### src/rtl/ra_sample_tx.sv
// ra_sample_tx: FIFO-buffered sample replayer driving o_data_clk/o_value.
// Optional fill burst enabled by defining RA_TX_FILL_EN.
module ra_sample_tx #(
  parameter int BITS_PER_ELEM = 5,
  parameter int FIFO_DEPTH    = 4,
  parameter int SETUP_CYCLES  = 1,
  parameter int HIGH_CYCLES   = 2,
  parameter int LOW_CYCLES    = 2,
  parameter int FILL_COUNT    = 9
) (
  input  logic                         clk,
  input  logic                         rst,
  input  logic                         i_wr_valid,
  input  logic [BITS_PER_ELEM-1:0]     i_wr_value,
`ifdef RA_TX_FILL_EN
  input  logic                         i_fill,
`endif
  output logic                         o_wr_ready,
  output logic                         o_data_clk,
  output logic [BITS_PER_ELEM-1:0]     o_value,
  output logic                         o_busy,
  output logic [$clog2(FIFO_DEPTH):0]  o_fifo_count
);

  localparam int AW = $clog2(FIFO_DEPTH);
  localparam int CW = AW + 1;
  localparam int TW = $clog2(SETUP_CYCLES + HIGH_CYCLES + LOW_CYCLES);

  localparam logic [1:0] S_IDLE  = 2'd0;
  localparam logic [1:0] S_SETUP = 2'd1;
  localparam logic [1:0] S_HIGH  = 2'd2;
  localparam logic [1:0] S_GAP   = 2'd3;

  if (FIFO_DEPTH < 2 || (FIFO_DEPTH & (FIFO_DEPTH - 1)) != 0 ||
      SETUP_CYCLES < 1 || HIGH_CYCLES < 1 || LOW_CYCLES < 1 ||
      FILL_COUNT < 1) begin : g_bad_params
    $error("ra_sample_tx: illegal parameter set");
  end

  logic [BITS_PER_ELEM-1:0] mem [FIFO_DEPTH];
  logic [AW-1:0]            wptr;
  logic [AW-1:0]            rptr;
  logic [CW-1:0]            count;
  logic [1:0]               state;
  logic [TW-1:0]            tcnt;
  logic [TW-1:0]            lim;
  logic                     last;
  logic                     has_data;
  logic                     push;
  logic                     pop;
  logic                     filling;
  logic                     fill_go;

`ifdef RA_TX_FILL_EN
  localparam int FW = $clog2(FILL_COUNT + 1);
  logic [FW-1:0] fill_left;
  logic          fill_on;

  assign filling = fill_on;
  assign fill_go = i_fill && (state == S_IDLE) && (count == '0);
`else
  assign filling = 1'b0;
  assign fill_go = 1'b0;
`endif

  assign has_data     = (count != '0);
  assign o_wr_ready   = (count != CW'(FIFO_DEPTH)) && !filling && !fill_go;
  assign push         = i_wr_valid && o_wr_ready;
  assign o_busy       = (state != S_IDLE);
  assign o_fifo_count = count;

  always_comb begin
    lim = '0;
    unique case (state)
      S_SETUP: lim = TW'(SETUP_CYCLES - 1);
      S_HIGH:  lim = TW'(HIGH_CYCLES - 1);
      S_GAP:   lim = TW'(LOW_CYCLES - 1);
      default: lim = '0;
    endcase
  end

  assign last = (tcnt == lim);

  // A pop happens on leaving IDLE or GAP; a fill burst never pops.
  always_comb begin
    pop = 1'b0;
    unique case (1'b1)
      (state == S_IDLE): pop = has_data && !fill_go;
      (state == S_GAP):  pop = has_data && last && !filling;
      default:           pop = 1'b0;
    endcase
  end

  always_ff @(posedge clk) begin
    if (push) mem[wptr] <= i_wr_value;
  end

  always_ff @(posedge clk) begin
    if (!rst) begin
      wptr  <= '0;
      rptr  <= '0;
      count <= '0;
    end else begin
      if (push) wptr <= wptr + 1'b1;
      if (pop)  rptr <= rptr + 1'b1;
      count <= count + CW'(push) - CW'(pop);
    end
  end

  always_ff @(posedge clk) begin
    if (!rst) begin
      state      <= S_IDLE;
      tcnt       <= '0;
      o_data_clk <= 1'b0;
      o_value    <= '0;
`ifdef RA_TX_FILL_EN
      fill_on    <= 1'b0;
      fill_left  <= '0;
`endif
    end else begin
      unique case (state)
        S_IDLE: begin
          tcnt       <= '0;
          o_data_clk <= 1'b0;
          if (fill_go) begin
            o_value <= i_wr_value;
            state   <= S_SETUP;
`ifdef RA_TX_FILL_EN
            fill_on   <= 1'b1;
            fill_left <= FW'(FILL_COUNT - 1);
`endif
          end else if (pop) begin
            o_value <= mem[rptr];
            state   <= S_SETUP;
          end
        end
        S_SETUP: begin
          if (last) begin
            tcnt       <= '0;
            o_data_clk <= 1'b1;
            state      <= S_HIGH;
          end else begin
            tcnt <= tcnt + 1'b1;
          end
        end
        S_HIGH: begin
          if (last) begin
            tcnt       <= '0;
            o_data_clk <= 1'b0;
            state      <= S_GAP;
          end else begin
            tcnt <= tcnt + 1'b1;
          end
        end
        default: begin
          if (!last) begin
            tcnt <= tcnt + 1'b1;
          end else begin
            tcnt <= '0;
`ifdef RA_TX_FILL_EN
            if (fill_on) begin
              if (fill_left != '0) begin
                fill_left <= fill_left - 1'b1;
                state     <= S_SETUP;
              end else begin
                fill_on <= 1'b0;
                state   <= S_IDLE;
              end
            end else
`endif
            if (pop) begin
              o_value <= mem[rptr];
              state   <= S_SETUP;
            end else begin
              state <= S_IDLE;
            end
          end
        end
      endcase
    end
  end

endmodule

### config.mk
export PLATFORM = sky130hd
export DESIGN_NAME = ra_sample_tx
export DESIGN_NICKNAME = d
export VERILOG_FILES = /design/src/rtl/ra_sample_tx.sv
export SDC_FILE = /design/constraint.sdc
export NUM_CORES = 1
export LEC_CHECK = 0
export BUFFER_PORTS_ARGS = -buffer_cell sky130_fd_sc_hd__buf_2
export CAP_MARGIN = 15
export CELL_PAD_IN_SITES_DETAIL_PLACEMENT = 0
export CELL_PAD_IN_SITES_GLOBAL_PLACEMENT = 1
export CORE_AREA = 2 2 69 71
export DETAILED_ROUTE_END_ITERATION = 8
export DIE_AREA = 0 0 71 73
export GPL_TIMING_DRIVEN = 1
export PLACE_DENSITY_LB_ADDON = 0.1
export RECOVER_POWER = 25
export SLEW_MARGIN = 20
export SYNTH_ARGS = -nofsm -noshare
export SYNTH_HDL_FRONTEND = slang
export SYNTH_SLANG_ARGS = --single-unit
export TNS_END_PERCENT = 10
### constraint.sdc
create_clock -name clk -period 2.7 [get_ports clk]
set_clock_uncertainty 0.1 [all_clocks]
set_input_delay 0.405 -clock clk [delete_from_list [all_inputs] [get_ports clk]]
set_output_delay 0.405 -clock clk [all_outputs]
set_load 0.01 [all_outputs]
======== Word-level counts from Yosys, hierarchy flattened ========
Memory sizes are Yosys's and may differ from the RTL's. A register that Yosys moved wholly into a read port is not among the register bits.
Cells that the tools add are included.
cells by class
  bitwise gates (word level) .............. 2
  reductions and logical operators ........ 13
  $add $sub $neg .......................... 5
  eq/ne operators ......................... 8
  multiplexer cells ....................... 18
operators with widths
  kind                                                  count
  2-to-1 mux 2 bit                                      6
  2-to-1 mux 5 bit                                      2
  case mux 5 bit (2 select lines)                       1
  2-to-1 mux 1 bit                                      6
  != test 2 bit (second input constant)                 3
  case mux 2 bit (3 select lines)                       1
  nonzero test 3 bit                                    2
  adder 2 x 1 -> 2 bit (second input constant)          2
  equality test 2 bit (second input constant)           2
  AND reduction 4 bit                                   1
  nonzero test 2 bit                                    2
  OR reduction 2 bit                                    2
  adder 3 x 1 -> 3 bit                                  1
  adder 3 x 1 -> 3 bit (second input constant)          1
  equality test 3 x 1 -> 1 bit                          1
  != test 3 bit (second input constant)                 1
  case mux 1 bit (3 select lines)                       1
  AND reduction 3 bit                                   1
  OR reduction 3 bit                                    1
  subtractor 3 x 1 -> 3 bit                             1
  equality test 2 x 1 -> 1 bit (second input constant)  1
  logical AND 1 bit                                     2
  logical NOT 2 bit                                     1
  inverter 1 bit                                        2
  other kinds (2)                                       2
word-level totals
  logic and storage cells ................. 54
  output and inout port bits .............. 11
  register bits ........................... 18
  memories ................................ 1
  RAM bits ................................ 20
  input port bits ......................... 8
memory list
  name  depth  bits a word  rd ports  clocked after Yosys merged registers in  write ports  RTL line  RTL
  mem   4      5            1         1                                        1            40        logic [BITS_PER_ELEM-1:0] mem [FIFO_DEPTH];

======== Longest topological paths before layout ========
Gate-level depths: netlist of run 1.
  depth after elaboration ................. 9
  gate-level depth with buffers ........... 12
  mapped depth without buffers ............ 12

======== Worst setup path after synthesis of run 1 ========
No wires, ideal clock.
  kind .................................... register to register
  start point ............................. register state[0]
  end point ............................... register count[2], in the netlist o_fifo_count[2]
  path buffers ............................ 0
  required time ........................... 2.485 ns
  data arrival time ....................... 2.410 ns
  period minus slack after synthesis ...... 2.625 ns
  slack ................................... 0.075 ns
  stages on the path, launching flop included .. 12
  library setup time ...................... 0.115 ns
  path through ............................ dfxtp_1 > ha_1 > and4bb_1 > o211ai_4 > inv_1 > ha_1 > inv_1 > ha_1 > fa_1 > xor2_1 > xnor2_1 > and2_1
between the ends
  word-level cells in the longest chain between the ends .. 7
  elaborated cells between the ends (all ways) .. 9
  classes of those cells .................. add/sub: 1; eq/ne: 3; mux: 2; reduce/logical: 3
ends and longest elaborated chain
  item                                           RTL line  RTL
  start, declared                                44        logic [1:0] state;
  start signal, assigned                         112       state <= S_IDLE;
  start signal, assigned                         127       state <= S_SETUP;
  start signal, assigned                         134       state <= S_SETUP;
  equality test 2 bit, on equally long branches  74, 89
  OR reduction 2 bit (no source line)            --
  2-to-1 mux 1 bit                               74        unique case (state)
  equality test 3 x 1 -> 1 bit                   82        assign last = (tcnt == lim);
  logical AND 1 bit                              89        (state == S_GAP): pop = has_data && last && !filling;
  case mux 1 bit (2 select lines) (*)            87        unique case (1'b1)
  named net pop                                  50        logic pop;
  subtractor 3 x 1 -> 3 bit (*)                  106       count <= count + CW'(push) - CW'(pop);
  end signal, assigned                           106
  end, declared                                  43        logic [CW-1:0] count;
The timed path passes the listed nets; every way through them passes the cells marked *.
A chain may end at the register's enable or synchronous reset.

======== Final worst setup path of run 1 ========
Same ends and word-level chain as after synthesis.

==> results of run 1 <==
-- state kept, by name (all words and copies together) (netlist names), named ones only --
name,cells
mem,20
state,2
tcnt,3
o_value,5
wptr,2
o_fifo_count,3
o_data_clk,1
rptr,2
-- placed cells by master (no fill, tap or decap), types with 2 or more instances in the layout --
cell / instances
a21boi_0: 3
a31oi_1: 2
and2_1: 6
and3_1: 5
buf_2: 13
clkbuf_1: 5
clkbuf_8: 5
dfxtp_1: 18
dfxtp_2: 2
edfxtp_1: 20
ha_1: 12
inv_1: 14
mux2i_1: 6
mux4_2: 5
nand2_1: 6
nor2_1: 4
nor2b_1: 6
nor3b_1: 2
o21ai_0: 3
or3_1: 2
xnor2_1: 4
-- layout make-up --
class,count,area [sq um],area share
clock inverter,3,21.27,0.01042
tap,54,67.56,0.03311
sequential,40,1003,0.4917
timing repair buffer,19,91.34,0.04476
multi-input combinational,82,735.7,0.3605
clock buffer,5,68.82,0.03372
inverter,14,52.55,0.02575
-- per-stage QoR --
stage                     power [mW]  cell area [sq um]    util  hold WS (ns)  worst slack (ns)
after detailed placement       1.554               1954  0.4309        0.3792            0.1321
after floorplan                1.353               1800       -        0.3565           0.07463
after CTS                      1.957               2044  0.4508        0.2147            0.1143
after global routing           2.062               2041  0.4499        0.2739           0.01024
final                          1.921               2041  0.4499        0.2638            0.1719
after global placement         1.537               1954  0.4309        0.3690            0.2004
-- routing by layer --
layer,vias to the layer above,global-route usage,routed length (microns)
li1,535,-,-
met5,-,0,0
met2,19,0.2368,1564
met3,2,0.04144,101
met1,517,0.1397,1333
met4,0,0.05031,26
-- power breakdown --
group / total [mW] / leakage [nW] / internal [mW] / switching (mW)
logic: 0.680 / 0.439 / 0.345 / 0.335
clock network: 0.398 / 0.0445 / 0.183 / 0.214
registers: 0.843 / 0.348 / 0.760 / 0.0830
-- path summary, 6_finish.rpt --
path	cells past startpoint	slack [ns]	start	to
max	11	0.17	state[0]$_SDFFE_PN0P_	o_fifo_count[2]$_SDFF_PN0_
min	1	0.26	i_wr_value[0]	mem[3][0]$_DFFE_PP_
max reg2reg	11	0.17	state[0]$_SDFFE_PN0P_	o_fifo_count[2]$_SDFF_PN0_
min reg2reg	2	0.38	o_data_clk$_SDFFE_PN0P_	o_data_clk$_SDFFE_PN0P_
-- what timing repair did --
| item | CTS | global route |
|---|---|---|
| resized for setup | 0 | 2 |
| hold endpoints to repair | 0 | 0 |
| endpoints found under the setup margin | 0 | 1 |
-- worst register-to-register path: cells and delay by family, from the launching register on --
family                     cells  cell delay (ns)
xor gates and xnor gates       2             0.28
adders and majority gates      4             1.06
AOI/OAI and AO/OA              1             0.16
and+or+nand+nor                2             0.38
DFF                            1             0.35
buffers and inverters          2             0.10
-- cells by family after synthesis --
| kind of cell | after synthesis | share of synthesized area |
|---|---|---|
| DFF | 40 | 0.5559 |
| adders and majority gates | 13 | 0.09451 |
| buffers and inverters | 17 | 0.03544 |
| xor gates and xnor gates | 5 | 0.02432 |
| muxes | 11 | 0.09590 |
| AOI/OAI and AO/OA | 15 | 0.06393 |
| and+or+nand+nor | 38 | 0.1299 |
==> results_dict.tcl, run 1 <==
set metrics [dict create \
    status "finished clean" \
    core_region_area_sq_mm 0.004536 \
    cts_setup_buffers 0 \
    cts_buffers 5 \
    via_per_inst 4.945 \
    crit_top_cell "ha_1" \
    ios 19 \
    async_flop_share 0 \
    grt_use_total 0.1296 \
    hold_viol 0 \
    htreeDepth 2 \
    hold_class "input pin to flop" \
    grt_start_max_net_pins 20 \
    drtAntennaViolNets 0 \
    grt_overflow_total 0 \
    die-area_sq_mm 0.005183 \
    slew_violations 0 \
    max_freq_mhz 395.6 \
    leakagePower_nw 0.8313 \
    tns_ns 0 \
    maxCapViolations 0 \
    power_density_mw_per_mm2 941.1 \
    num_antenna_cells 0 \
    cts_tree "built" \
    die_h_microns 73 \
    fin_nets 183 \
    area_delta_synth_final_pct 13.34 \
    placed_cells 209 \
    fp.dieW_microns 71 \
    stdcell_count 217 \
    synth_enable_flop_cells 20 \
    yosys.area.top_type "edfxtp_1" \
    setup_viol 0 \
    crit_slowest_cell "fa_1" \
    synth_cell_type_count 34 \
    cp_data_required_time_ns 2.78 \
    num_rows 25 \
    fill_cells 437 \
    grt_pass1_wl_mm 4.947 \
    crit_family "adder cells" \
    drive_gt1_frac 0.2086 \
    slowest_delay_ns 0.38 \
    relSlewSlack 0.7585 \
    synth.area.top_cells "edfxtp_1 (33%), dfxtp_1 (22%), ha_1 (8.3%)" \
    io_buffers 18 \
    path_max_fanout 5 \
    worst-setup-path-type "flop to flop" \
    synth-seq-cells 40 \
    finalCritPeriodShare 0.9363 \
    worstPathArrival_ns 2.61 \
    clk_pin_slew_worst_paths_ns 0.09 \
    wl_per_cell_microns 13.94 \
    cp-start-kind "flop" \
    worst-path-buf-inv 2 \
    ctsRootBufferMaster "clkbuf_8" \
    start_util 0.3970 \
    worstSetupEndpointType "flop" \
    yosysSeqAreaShare 0.5559 \
    postSynthAreaPerCell_sq_um 12.95 \
    tightest_slew_ns 0.3618 \
    peakVddDrop_mv 0.3685 \
    syn_area_sq_mm 0.001800 \
    ys_warn_count 0 \
    hold_buffers 0 \
    grt_pass1_vias 1071 \
    synthesis.instances 139 \
    period_needed_ns 2.528 \
    dpl.hpwl_mm 2.143 \
    drt-pass1-iter-count 6 \
    antenna_found_initial 0 \
    drt_iter0_drc 45 \
    clockBufferDepth 2 \
    gp_congestion 0.7414 \
    clk-insertion-delay-late_ns 0.28 \
    vias 1073 \
    synth_fp_nets 160 \
    synthTopCellsByCount "dfxtp_1 (20), edfxtp_1 (20), inv_1 (14), ha_1 (12)" \
    cts_sinks 40 \
    drcViolationCount 0 \
    ys.flop_type "edfxtp_1" \
    rsz0062_at_grt "no" \
    routed_wl_mm 3.025 \
    synth_top_area_share 0.3336 \
    crit_chain "ha_1 > and4bb_1 > o211ai_4 > inv_1 > ha_1 > inv_1 > ha_1 > fa_1 > xor2_1 > xnor2_1 > and2_1" \
]
No activity file was read; power rests on OpenSTA's default activity.
==> run 2: changes to the inputs <==
BUFFER_PORTS_ARGS = -buffer_cell sky130_fd_sc_hd__clkbuf_2   (was -buffer_cell sky130_fd_sc_hd__buf_2)
CORE_AREA = 2 2 67 69   (was 2 2 69 71)
DIE_AREA = 0 0 69 71   (was 0 0 71 73)
SLEW_MARGIN = 15   (was 20)
clock period = 2.89 ns   (was 2.7 ns; I/O delays follow)
==> run 2 against run 1 <==
Compared with the run above:
- critical path depth did not move
- combinational power fell by 7.1%
- fmax decreased by 1.2%
- design area up 0.98%
- flip-flop and latch count stayed put
- via count is 0.84% higher
- hold slack gained 0.040 ns
- die area shrank 5.5%
- register-to-register slack better by 0.16 ns
- clock power up 17%
- final cell count down 0.92%
- first-iteration DRC count decreased by 33%
- largest power group unchanged
==> results_dict.tcl, run 2 (synthesis results as in run 1) <==
set metrics [dict create \
    status "finished clean" \
    worstPathArrival_ns 2.66 \
    drt_iter0_drc 30 \
    cp_data_required_time_ns 2.99 \
    met3_usage 0.04274 \
    clk_pin_slew_worst_paths_ns 0.08 \
    timing.rr.start "state[0]$_SDFFE_PN0P_" \
    grt_busiest_layer "met2" \
    tns_ns 0 \
    drtAntennaViolNets 0 \
    die-area_sq_mm 0.004899 \
    hold_end "mem[1][2]$_DFFE_PP_" \
    whs_ns 0.3036 \
    fin_nets 183 \
    gp_congestion 0.7778 \
    finalPower_mw 1.886 \
    r2r-end "o_fifo_count[2]$_SDFF_PN0_" \
    cts_buffers 5 \
    hold_class "input pin to flop" \
    setup_viol 0 \
    routed_wl_mm 2.986 \
    met1_usage 0.1551 \
    cts_resized 0 \
    ctsRootBufferMaster "clkbuf_8" \
    cts_setup_buffers 0 \
    relSlewSlack 0.7634 \
    area_delta_synth_final_pct 14.45 \
    grt_start_max_net_pins 20 \
    wl_per_cell_microns 13.89 \
    ios 19 \
    slew_violations 0 \
    clockBufferDepth 2 \
    grt_overflow_total 0 \
    htreeDepth 2 \
    period_needed_ns 2.558 \
    largest_register_ffs 20 \
    die_h_microns 71 \
    hold_buffers 0 \
    cts_tree "built" \
    hold_start "i_wr_value[2]" \
    placed_cells 207 \
    fp.dieW_microns 69 \
    tightest_slew_ns 0.3544 \
    grt_use_total 0.1296 \
    power_density_mw_per_mm2 915.4 \
    drive_gt1_frac 0.1963 \
    io_buffers 18 \
    finalCritPeriodShare 0.8852 \
    path_max_fanout 6 \
    max_freq_mhz 390.9 \
    critical_path.startpoint "state[0]$_SDFFE_PN0P_" \
    hold_viol 0 \
    grt_pass1_wl_mm 4.823 \
    dpl.hpwl_mm 2.175 \
    num_antenna_cells 0 \
    cts_sinks 40 \
    core_region_area_sq_mm 0.004204 \
    top_register "mem" \
    start_util 0.4283 \
    cp-start-kind "flop" \
    top_regs "mem (20), o_value (5)" \
    vias 1082 \
    r2r_cells 11 \
    gr-usage-met2 0.2169 \
    worstSetupEndpointType "flop" \
    maxCapViolations 0 \
    antenna_found_initial 0 \
    hold_depth 1 \
    r2r_setup_slack_ns 0.33 \
    peakVddDrop_mv 0.4310 \
    clk-insertion-delay-late_ns 0.30 \
    leakagePower_nw 0.8363 \
    final_cell_mix "dfxtp_1 (20), edfxtp_1 (20), inv_1 (14)" \
    drcViolationCount 0 \
    worst-setup-path-type "flop to flop" \
    rsz0062_at_grt "no" \
    via_per_inst 5.033 \
    stdcell_count 215 \
    grt_pass1_vias 1016 \
    num_rows 24 \
    drt-pass1-iter-count 6 \
]
==> run 2: cell count changes in the layout (fill, tap and decap cells not counted), sizes merged <==
cell and delta:
buf -13, clkinv -1, bufinv +1, clkbuf +13
==> run 2: worst max-delay path by stage <==
| stage | end | slack (ns) | depth (start not counted) |
|---|---|---|---|
| 6_report | o_fifo_count[2]$_SDFF_PN0_ | 0.33 | 11 |
| 4_1_cts | o_fifo_count[2]$_SDFF_PN0_ | 0.30 | 11 |
| 3_5_place_dp | o_fifo_count[2]$_SDFF_PN0_ | 0.33 | 11 |
| 2_1_floorplan | o_fifo_count[2]$_SDFF_PN0_ | 0.26 | 11 |
| 3_3_place_gp | o_fifo_count[2]$_SDFF_PN0_ | 0.38 | 11 |
| 5_1_grt | o_fifo_count[2]$_SDFF_PN0_ | 0.16 | 11 |
==> run 2: through the flow <==
step                  util  instance area, sq um  setup WS, ns
detailed placement  0.4643                  1952        0.3272
finish              0.4902                  2061        0.3318
floorplan                -                  1800        0.2646
global placement    0.4643                  1952        0.3803
CTS                 0.4917                  2067        0.3048
global route        0.4902                  2061        0.1557
==> run 2: per-layer routing <==
layer / up-vias / share of wire
li1: 531 / -
met1: 522 / 0.45
met2: 22 / 0.49
met3: 7 / 0.037
met4: 0 / 0.017
met5: - / 0
==> run 2: worst max-delay path, cell delays in order (launching register included) <==
cell and delay [ns]:
dfxtp_1 0.42, inv_1 0.09, ha_1 0.30, o211ai_4 0.21, inv_1 0.06, ha_1 0.26
inv_1 0.04, ha_1 0.18, fa_1 0.37, xor2_1 0.16, xnor2_1 0.12, and2_1 0.15
==> run 2: cell type report <==
type                       instances  area [sq um]
fill                             396          2143
sequential                        40          1001
multi-input combinational         82         735.7
timing repair buffer              19         91.34
clock buffer                       5         68.82
tap                               52         65.06
inverter                          14         52.55
clock inverter                     3         46.29
==> run 2: power breakdown <==
| group | internal (mW) | leakage, nW | switching [mW] |
|---|---|---|---|
| Combinational | 0.322 | 0.434 | 0.311 |
| Sequential | 0.708 | 0.347 | 0.0815 |
| Clock | 0.260 | 0.0548 | 0.204 |
| Total | 1.29 | 0.836 | 0.597 |
